<file path="src/rtl/branch_predictor_if.sv">
// branch_predictor_if: fetch-side lookup and EX-side training signals of the
// gshare/BTB branch predictor, bundled so the core and the predictor agree on
// widths in one place.
//   master : core side   - drives pc and the upd_* training fields,
//                          consumes pred_taken / pred_next_pc / pred_ghr.
//   slave  : predictor   - the mirror image.
interface branch_predictor_if #(
  parameter int XLEN     = 32,
  parameter int GHR_BITS = 6
);
  // Lookup (IF)
  logic [XLEN-1:0]     pc;
  logic                pred_taken;
  logic [XLEN-1:0]     pred_next_pc;
  logic [GHR_BITS-1:0] pred_ghr;

  // Training (EX)
  logic                upd_valid;
  logic [XLEN-1:0]     upd_pc;
  logic                upd_is_branch;
  logic                upd_taken;
  logic [XLEN-1:0]     upd_target;
  logic [GHR_BITS-1:0] upd_ghr;

  modport master (
    output pc,
    output upd_valid, upd_pc, upd_is_branch, upd_taken, upd_target, upd_ghr,
    input  pred_taken, pred_next_pc, pred_ghr
  );

  modport slave (
    input  pc,
    input  upd_valid, upd_pc, upd_is_branch, upd_taken, upd_target, upd_ghr,
    output pred_taken, pred_next_pc, pred_ghr
  );
endinterface

</file>
<file path="src/rtl/branch_predictor.sv">
// branch_predictor: gshare direction predictor plus a direct-mapped branch
// target buffer. Lookup is purely combinational from the fetch PC; training
// happens on the clock edge from the resolved instruction in EX.
//   clk    : rising-edge clock
//   reset  : asynchronous, active-high; clears BTB valid bits, sets every
//            counter to weakly not-taken, clears the global history
//   bp     : branch_predictor_if.slave
//            pc -> pred_taken, pred_next_pc, pred_ghr   (0-cycle lookup)
//            upd_valid/upd_pc/upd_is_branch/upd_taken/upd_target/upd_ghr
//                                                     (training on posedge)
module branch_predictor #(
  parameter int XLEN        = 32,
  parameter int BTB_ENTRIES = 16,
  parameter int BHT_ENTRIES = 64,
  parameter int GHR_BITS    = 6
) (
  input  logic               clk,
  input  logic               reset,
  branch_predictor_if.slave  bp
);

  localparam int BTB_IDX_W = $clog2(BTB_ENTRIES);
  localparam int BHT_IDX_W = $clog2(BHT_ENTRIES);
  localparam int TAG_W     = XLEN - 2 - BTB_IDX_W;

  localparam logic [1:0] CTR_MAX  = 2'b11;
  localparam logic [1:0] CTR_MIN  = 2'b00;
  localparam logic [1:0] CTR_INIT = 2'b01;

  // BTB storage
  logic [BTB_ENTRIES-1:0]             btb_valid;
  logic [BTB_ENTRIES-1:0][TAG_W-1:0]  btb_tag;
  logic [BTB_ENTRIES-1:0][XLEN-1:0]   btb_target;
  logic [BTB_ENTRIES-1:0]             btb_uncond;

  // Pattern history table and global history
  logic [BHT_ENTRIES-1:0][1:0]        bht;
  logic [GHR_BITS-1:0]                ghr;

  // Lookup path
  logic [BTB_IDX_W-1:0] lk_btb_idx;
  logic [TAG_W-1:0]     lk_tag;
  logic [BHT_IDX_W-1:0] lk_bht_idx;
  logic                 lk_hit;
  logic [XLEN-1:0]      lk_seq_pc;

  // Update path
  logic [BTB_IDX_W-1:0] up_btb_idx;
  logic [TAG_W-1:0]     up_tag;
  logic [BHT_IDX_W-1:0] up_bht_idx;
  logic [1:0]           up_ctr;
  logic [1:0]           up_ctr_next;
  logic [GHR_BITS-1:0]  ghr_next;

  // Instruction-aligned PCs: the two LSBs carry no information.
  logic unused_pc_lsbs;
  assign unused_pc_lsbs = &{1'b0, bp.pc[1:0], bp.upd_pc[1:0]};

  // ---------------------------------------------------------------- lookup
  assign lk_btb_idx = bp.pc[2 +: BTB_IDX_W];
  assign lk_tag     = bp.pc[XLEN-1 : 2+BTB_IDX_W];
  // GHR is narrower than (or equal to) the index, so it is zero-extended.
  assign lk_bht_idx = bp.pc[2 +: BHT_IDX_W] ^ BHT_IDX_W'(ghr);
  assign lk_seq_pc  = bp.pc + XLEN'(4);

  always_comb begin
    lk_hit          = btb_valid[lk_btb_idx] && (btb_tag[lk_btb_idx] == lk_tag);
    bp.pred_taken   = 1'b0;
    bp.pred_next_pc = lk_seq_pc;
    bp.pred_ghr     = ghr;
    // Unconditional jumps redirect on any hit; branches need the counter MSB.
    if (lk_hit && (btb_uncond[lk_btb_idx] || bht[lk_bht_idx][1])) begin
      bp.pred_taken   = 1'b1;
      bp.pred_next_pc = btb_target[lk_btb_idx];
    end
  end

  // ---------------------------------------------------------------- update
  assign up_btb_idx = bp.upd_pc[2 +: BTB_IDX_W];
  assign up_tag     = bp.upd_pc[XLEN-1 : 2+BTB_IDX_W];
  // Train the counter that was consulted at lookup time, using the history
  // snapshot carried down the pipeline rather than the current GHR.
  assign up_bht_idx = bp.upd_pc[2 +: BHT_IDX_W] ^ BHT_IDX_W'(bp.upd_ghr);
  assign up_ctr     = bht[up_bht_idx];

  always_comb begin
    up_ctr_next = up_ctr;
    if (bp.upd_taken) begin
      if (up_ctr != CTR_MAX) up_ctr_next = up_ctr + 2'd1;
    end else begin
      if (up_ctr != CTR_MIN) up_ctr_next = up_ctr - 2'd1;
    end
  end

  // Shift in the outcome; truncation drops the oldest bit and also covers
  // the single-bit history case without a zero-width slice.
  assign ghr_next = GHR_BITS'({ghr, bp.upd_taken});

  always_ff @(posedge clk or posedge reset) begin
    if (reset) begin
      btb_valid  <= '0;
      btb_tag    <= '0;
      btb_target <= '0;
      btb_uncond <= '0;
      bht        <= {BHT_ENTRIES{CTR_INIT}};
      ghr        <= '0;
    end else if (bp.upd_valid) begin
      // Only taken outcomes allocate; not-taken never evicts an entry.
      if (bp.upd_taken) begin
        btb_valid[up_btb_idx]  <= 1'b1;
        btb_tag[up_btb_idx]    <= up_tag;
        btb_target[up_btb_idx] <= bp.upd_target;
        btb_uncond[up_btb_idx] <= ~bp.upd_is_branch;
      end
      // JAL/JALR leave direction state alone.
      if (bp.upd_is_branch) begin
        bht[up_bht_idx] <= up_ctr_next;
        ghr             <= ghr_next;
      end
    end
  end

endmodule
</file>
<file path="src/flat_wrapper.sv">
// flat-port wrapper written by rule: the top's interface ports become plain ports
module branch_predictor_flat 
#(
  parameter int XLEN        = 32,
  parameter int BTB_ENTRIES = 16,
  parameter int BHT_ENTRIES = 64,
  parameter int GHR_BITS    = 6
)
  (clk, reset, bp_pc, bp_upd_valid, bp_upd_pc, bp_upd_is_branch, bp_upd_taken, bp_upd_target, bp_upd_ghr, bp_pred_taken, bp_pred_next_pc, bp_pred_ghr);
  branch_predictor_if #(.XLEN(XLEN), .GHR_BITS(GHR_BITS)) bp_i ();
  input  logic clk;
  input  logic reset;
  input wire logic [$bits(bp_i.pc)-1:0] bp_pc;
  input wire logic [$bits(bp_i.upd_valid)-1:0] bp_upd_valid;
  input wire logic [$bits(bp_i.upd_pc)-1:0] bp_upd_pc;
  input wire logic [$bits(bp_i.upd_is_branch)-1:0] bp_upd_is_branch;
  input wire logic [$bits(bp_i.upd_taken)-1:0] bp_upd_taken;
  input wire logic [$bits(bp_i.upd_target)-1:0] bp_upd_target;
  input wire logic [$bits(bp_i.upd_ghr)-1:0] bp_upd_ghr;
  output wire logic [$bits(bp_i.pred_taken)-1:0] bp_pred_taken;
  output wire logic [$bits(bp_i.pred_next_pc)-1:0] bp_pred_next_pc;
  output wire logic [$bits(bp_i.pred_ghr)-1:0] bp_pred_ghr;
  assign bp_i.pc = bp_pc;
  assign bp_i.upd_valid = bp_upd_valid;
  assign bp_i.upd_pc = bp_upd_pc;
  assign bp_i.upd_is_branch = bp_upd_is_branch;
  assign bp_i.upd_taken = bp_upd_taken;
  assign bp_i.upd_target = bp_upd_target;
  assign bp_i.upd_ghr = bp_upd_ghr;
  assign bp_pred_taken = bp_i.pred_taken;
  assign bp_pred_next_pc = bp_i.pred_next_pc;
  assign bp_pred_ghr = bp_i.pred_ghr;
  branch_predictor #(.XLEN(XLEN), .BTB_ENTRIES(BTB_ENTRIES), .BHT_ENTRIES(BHT_ENTRIES), .GHR_BITS(GHR_BITS)) u_core (.clk(clk), .reset(reset), .bp(bp_i));
endmodule
</file>
<file path="config.mk">
export PLATFORM = sky130hd
export DESIGN_NAME = branch_predictor_flat
export DESIGN_NICKNAME = d
export VERILOG_FILES = /design/src/rtl/branch_predictor_if.sv /design/src/rtl/branch_predictor.sv /design/src/flat_wrapper.sv
export SDC_FILE = /design/constraint.sdc
export NUM_CORES = 2
export LEC_CHECK = 0
export CORE_MARGIN = 5
export CORE_UTILIZATION = 25
export DETAILED_ROUTE_END_ITERATION = 12
export MAX_ROUTING_LAYER = met4
export PLACE_DENSITY = 0.48
export SLEW_MARGIN = 5
export SYNTH_ARGS = -nofsm -noshare
export SYNTH_HDL_FRONTEND = slang
export SYNTH_SLANG_ARGS = --single-unit
</file>
<file path="constraint.sdc">
create_clock -name clk -period 104.2 [get_ports clk]
set_clock_uncertainty 0.1 [all_clocks]
set_input_delay 15.63 -clock clk [delete_from_list [all_inputs] [get_ports clk]]
set_output_delay 15.63 -clock clk [all_outputs]
set_load 0.03 [all_outputs]
</file>
After elaboration in Yosys (flattened, before gate mapping)
Index checks and enable logic that the tools add are counted.
{ "word_totals": {"out_inout_bits": 39, "inputBits": 107, "reg_bits": 1094} }
{ "op_classes": {"bitwise_logic": 4, "eq_ne": 2, "muxes": 29, "add_sub_neg": 3, "magnitude_cmp": 6, "reduce_logical": 8} }
{ "op_table": {"columns": ["op", "n"], "rows": [
  ["$bwmux W512", 1],
  ["$bwmux W416", 1],
  ["$bmux W32 S4", 1],
  ["$bwmux W128", 1],
  ["$demux W32 S4", 1],
  ["$bmux W26 S4", 1],
  ["$demux W26 S4", 1],
  ["$mux W32", 3],
  ["$mux W26", 2],
  ["$add A32 B3 Y32 const B", 1],
  ["$eq A26 B26 Y1", 1],
  ["$bmux W2 S6", 2],
  ["$bwmux W16", 1],
  ["$or A16 B16 Y16", 1],
  ["$lt A6 B7 Y1 const B", 2],
  ["$demux W2 S6", 1],
  ["$mux W2", 6],
  ["$xor A6 B6 Y6", 2],
  ["$lt A4 B5 Y1 const B", 2],
  ["$bmux W1 S4", 2],
  ["$ge A6 B1 Y1 const B", 1],
  ["$demux W1 S4", 1],
  ["$ge A4 B1 Y1 const B", 1],
  ["$logic_and A1 B1 Y1", 4],
  ["other kinds (8)", 12]
]} }

Depth between registers and ports, before layout
{ "logic_depth": {"depth_word": 7, "mapped_depth": 13, "depth_no_buf": 8} }

Worst setup path after synthesis
OpenSTA, ideal clock, no wires.
{ "synth_timing": {"kind": "input to output", "from": "input port bp_pc[3]", "to": "output port bp_pred_next_pc[2]", "cell_stages": 10, "path_buffers": 3, "arrival_ns": 18.638, "path_slack_ns": 69.832, "cell_sequence": "buf_4 > xor2_1 > buf_2 > mux4_2 > a22o_1 > a211oi_1 > nor4_2 > nand4_2 > buf_6 > mux2i_1"} }
{ "synth_between": {"elab_chain_cells": 6, "elab_cells_between_ends": 16, "classes_between": "1 x eq/ne; 11 x mux; 1 x bitwise; 3 x reduce/logical"} }
{ "synth_lines": {"columns": ["element", "line", "rtl"], "rows": [
  ["from (decl)", "flat_wrapper.sv:13", "input wire logic [$bits(bp_i.pc)-1:0] bp_pc;"],
  ["$bmux W26 S4 or $xor A6 B6 Y6 (tied branches)", "branch_predictor.sv:67, branch_predictor.sv:63", null],
  ["$mux W26 (not written as such) or $bmux W2 S6 (tied branches)", "branch_predictor.sv:67, branch_predictor.sv:72", null],
  ["$eq A26 B26 Y1 or $mux W2 (tied branches)", "branch_predictor.sv:67, branch_predictor.sv:72", null],
  ["$logic_and A1 B1 Y1 or $logic_or A1 B1 Y1 (tied branches)", "branch_predictor.sv:67, branch_predictor.sv:72", null],
  ["$logic_and A1 B1 Y1", "branch_predictor.sv:72", "if (lk_hit && (btb_uncond[lk_btb_idx] || bht[lk_bht_idx][1])) begin"],
  ["$mux W32 *", "branch_predictor.sv:72", null],
  ["to (decl)", "flat_wrapper.sv:21", "output wire logic [$bits(bp_i.pred_next_pc)-1:0] bp_pred_next_pc;"]
]} }
Every way passes the cells marked *; elsewhere a longest branch is shown, timed or not. The select of a mux whose other input is x is not followed.

Final worst setup path
{ "layout_timing": {"from": "input port bp_pc[2]", "to": "output port bp_pred_next_pc[2]"} }
Same word-level chain as after synthesis.

==> summary.md <==
| Metric | Value |
|---|---|
| Outcome | `finished, final reports clean` |
| Total congestion overflow | `0` |
| Worst endpoint data arrival time | `21.67 ns` |
| Slew Limit Fails | `0` |
| Dpl hpwl | `98.2 mm` |
| Area of the die | `216,000 µm²` |
| CTS buffer count | `120` |
| H-tree Lvls | `3` |
| Detail Route Antenna Nets | `0` |
| Top cell type's share of synthesized area | `50.0%` |
| Hold crit path type | `register to register` |
| IO buf count | `143` |
| Via-per-instance ratio | `4.86` |
| Cell Area, Synth | `51,600 µm²` |
| Mapped Cells | `3,474` |
| First-pass GRT wire length | `237 mm` |
| Synth Flop Type | `dfrtp_1` |
| Cell taking the most area after synthesis | `dfrtp_1` |
| Worst-path maximum fanout | `43` |
| GR Util All Layers | `15.1%` |
| Compound-Gate Fraction of Synth Area | `2.85%` |
| # clock sinks | `1,094` |
| Setup TNS | `0 ns` |
| Max cap viols | `0` |
| Syn_area_per_cell | `14.8 µm²` |
| Simple-Gate Fraction of Synth Area | `3.78%` |
| Root Buffer Master | `clkbuf_16` |
| Worst-case vdd ir drop | `0.0000150 V` |
| Final Hold Viols | `0` |
| Post-CTS Hold Fix Bufs | `0` |
| Worst setup SP type | `input pin` |
| Reg clk slew, reported paths | `0.06 ns` |
| Fmax | `0.0267 GHz` |
| Number of synthesized register bits | `1,094` |
| Register area share after synthesis | `53.2%` |
| Finished Layout Cells | `6,343` |
| Critical path class | `input pin to output pin` |
| Routed len/inst | `25.3 µm` |
| Placed inst area | `56,000 µm²` |
| Unrepaired setup endpoints after global routing | `no` |
| Largest family of logic cells by synthesized area | `multiplexers` |
| Post-CTS sizing | `0` |
| Min cycle time layout | `37.40 ns` |
| Power Total | `1190 µW` |
| Clock Latency Late Sink | `0.75 ns` |
| Core area | `205,000 µm²` |
| Vias | `30,800` |
| Leakage power | `0.0253 µW` |
| Synth warn | `0` |
| Drt total wl | `161 mm` |
| CP Data Required Time | `88.47 ns` |
| Fin Hold WS | `0.361 ns` |
| Worst Tran Pin Value | `1.14 ns` |
| # IOs | `146` |
| Buffer count from post-CTS setup fixing | `0` |
| Initial antenna violation count | `39` |
| Netlist cell types | `67` |
| Design Area, Final | `60,100 µm²` |
| Layout cell share with drive strength beyond 1 | `47.4%` |
| Initial Util | `25.2%` |
| Placed insts | `6,102` |
| Power Density | `19.8 nW/µm²` |
| CP endpoint kind | `output pin` |
| Largest net degree at the start of global routing | `183` |
| EDFF count, synth | `0` |
| Final Net Count | `3,644` |
| Number of core rows | `166` |
| Clock Path Buffers | `3` |
| Setup Viol. Count Final | `0` |
| DRT Pass-1 Iters | `5` |
| Placer congestion estimate | `0.842` |
| Number of remaining DRC errors | `0` |
| Max-slew headroom at the worst pin | `23.6%` |
| Async S/R FF share, synth | `100%` |
| Die Wd | `464 µm` |
| Post-Synth XOR/XNOR Area | `1.20%` |
| Period utilization | `35.9%` |
| Mux share of post-synthesis cell area | `36.3%` |
| Largest cells by area after synthesis | `dfrtp_1, mux2_2, mux4_2, dfstp_2, clkbuf_1` |
| Area delta synth->final | `16.5%` |
| Die height | `464 µm` |
| Vias in the first global route | `32,400` |
| TritonCTS clock tree | `done` |
| DRT iter0 DRCs | `1,957` |
| Synth Area in Adders | `0.0655%` |
| Syn nets | `3,582` |
==> registers in the layout (all words and copies together) (netlist names) <==
| name | flops |
|---|---|
| u_core.btb_uncond | 16 |
| u_core.bht | 128 |
| u_core.btb_valid | 16 |
| u_core.bp.pred_ghr | 6 |
| u_core.btb_tag | 416 |
| u_core.btb_target | 512 |
==> stage by stage <==
step                util, %  worst slack (ns)
global route           29.3             66.38
global placement       27.3             66.53
floorplan                 -             57.77
finish                 29.3             66.80
detailed placement     27.3             66.53
CTS                    29.3             66.51
==> critical path, stage by stage <==
cell,delay [ns]
buf_8,0.38
buf_4,0.66
buf_4,0.83
mux4_2,0.61
a22o_1,0.27
a221oi_2,0.21
xnor2_1,0.21
or4_1,0.55
nor4_2,0.26
nand4_4,0.13
buf_4,0.37
mux2i_1,0.54
clkdlybuf4s50_1,0.79
==> metal layers <==
layer | track usage [%] | wire [µm] | vias to the layer above
met5 | - | 0 | -
met4 | 3.70 | 3790 | 0
met3 | 2.42 | 6050 | 234
met2 | 23.9 | 75900 | 609
met1 | 20.5 | 74800 | 16800
li1 | - | - | 13200
==> cell usage in the layout, fill, tap and decap left out, types with 17 or more instances in the layout <==
master / Yosys / final
clkbuf_16: 0 / 122
diode_2: 0 / 19
mux2_4: 29 / 29
mux2_2: 1010 / 1010
buf_4: 15 / 85
nand2_1: 181 / 181
a21oi_1: 36 / 36
dfrtp_1: 1030 / 1030
nor2_1: 54 / 45
clkinv_2: 0 / 22
nand4_1: 54 / 54
xnor2_1: 47 / 43
clkbuf_1: 223 / 29
xor2_1: 20 / 18
clkbuf_8: 0 / 34
o21ai_0: 77 / 77
clkdlybuf4s50_1: 0 / 139
mux4_2: 289 / 289
dfstp_2: 64 / 64
nand3_1: 17 / 17
mux2i_1: 40 / 40
==> power by group <==
part | internal, µW | switching [µW]
Combinational | 117 | 92.2
Sequential | 508 | 40.6
Clock | 253 | 181
==> cells in the mapped netlist (16+ instances only) <==
cell type and n:
a21oi_1 36, a22oi_1 16, buf_2 35, clkbuf_1 223
dfrtp_1 1030, dfstp_2 64, inv_1 17, mux2_2 1010
mux2_4 29, mux2i_1 40, mux4_2 289, nand2_1 181
nand3_1 17, nand4_1 54, nor2_1 54, nor3_1 17
nor4_1 17, o21ai_0 77, xnor2_1 47, xor2_1 20
==> path summary, 6_finish.rpt <==
path                            slack [ns]                      to  cells past startpoint                start
max in group asynchronous            84.85      u_core.btb_tag[96]                      6                reset
worst min register to register        0.36     u_core.btb_valid[4]                      1  u_core.btb_valid[4]
worst min-delay path                  0.36     u_core.btb_valid[4]                      1  u_core.btb_valid[4]
worst max register to register      100.51          u_core.bht[91]                      8       u_core.bht[51]
min in group asynchronous            15.34  u_core.btb_target[429]                      2                reset
worst max-delay path                 66.80      bp_pred_next_pc[2]                     13             bp_pc[2]
==> kinds of logic after synthesis <==
logic type,Yosys count
simple gates,404
mux,1368
buf+inv,310
flops,1094
fa+ha+maj,3
xor+xnor,69
compound gates,226
==> area by class of cell <==
| class | count | area [µm²] |
|---|---|---|
| fillers | 20400 | 145000 |
| flip-flops and latches | 1094 | 27500 |
| multi-input cells | 2070 | 23000 |
| clock buffers | 185 | 3630 |
| well taps | 2688 | 3360 |
| repair buffers | 232 | 2160 |
| clock inverters | 37 | 404 |
| inverters | 18 | 77.6 |
| diodes | 19 | 47.5 |
(Power assumes the default switching activity.)
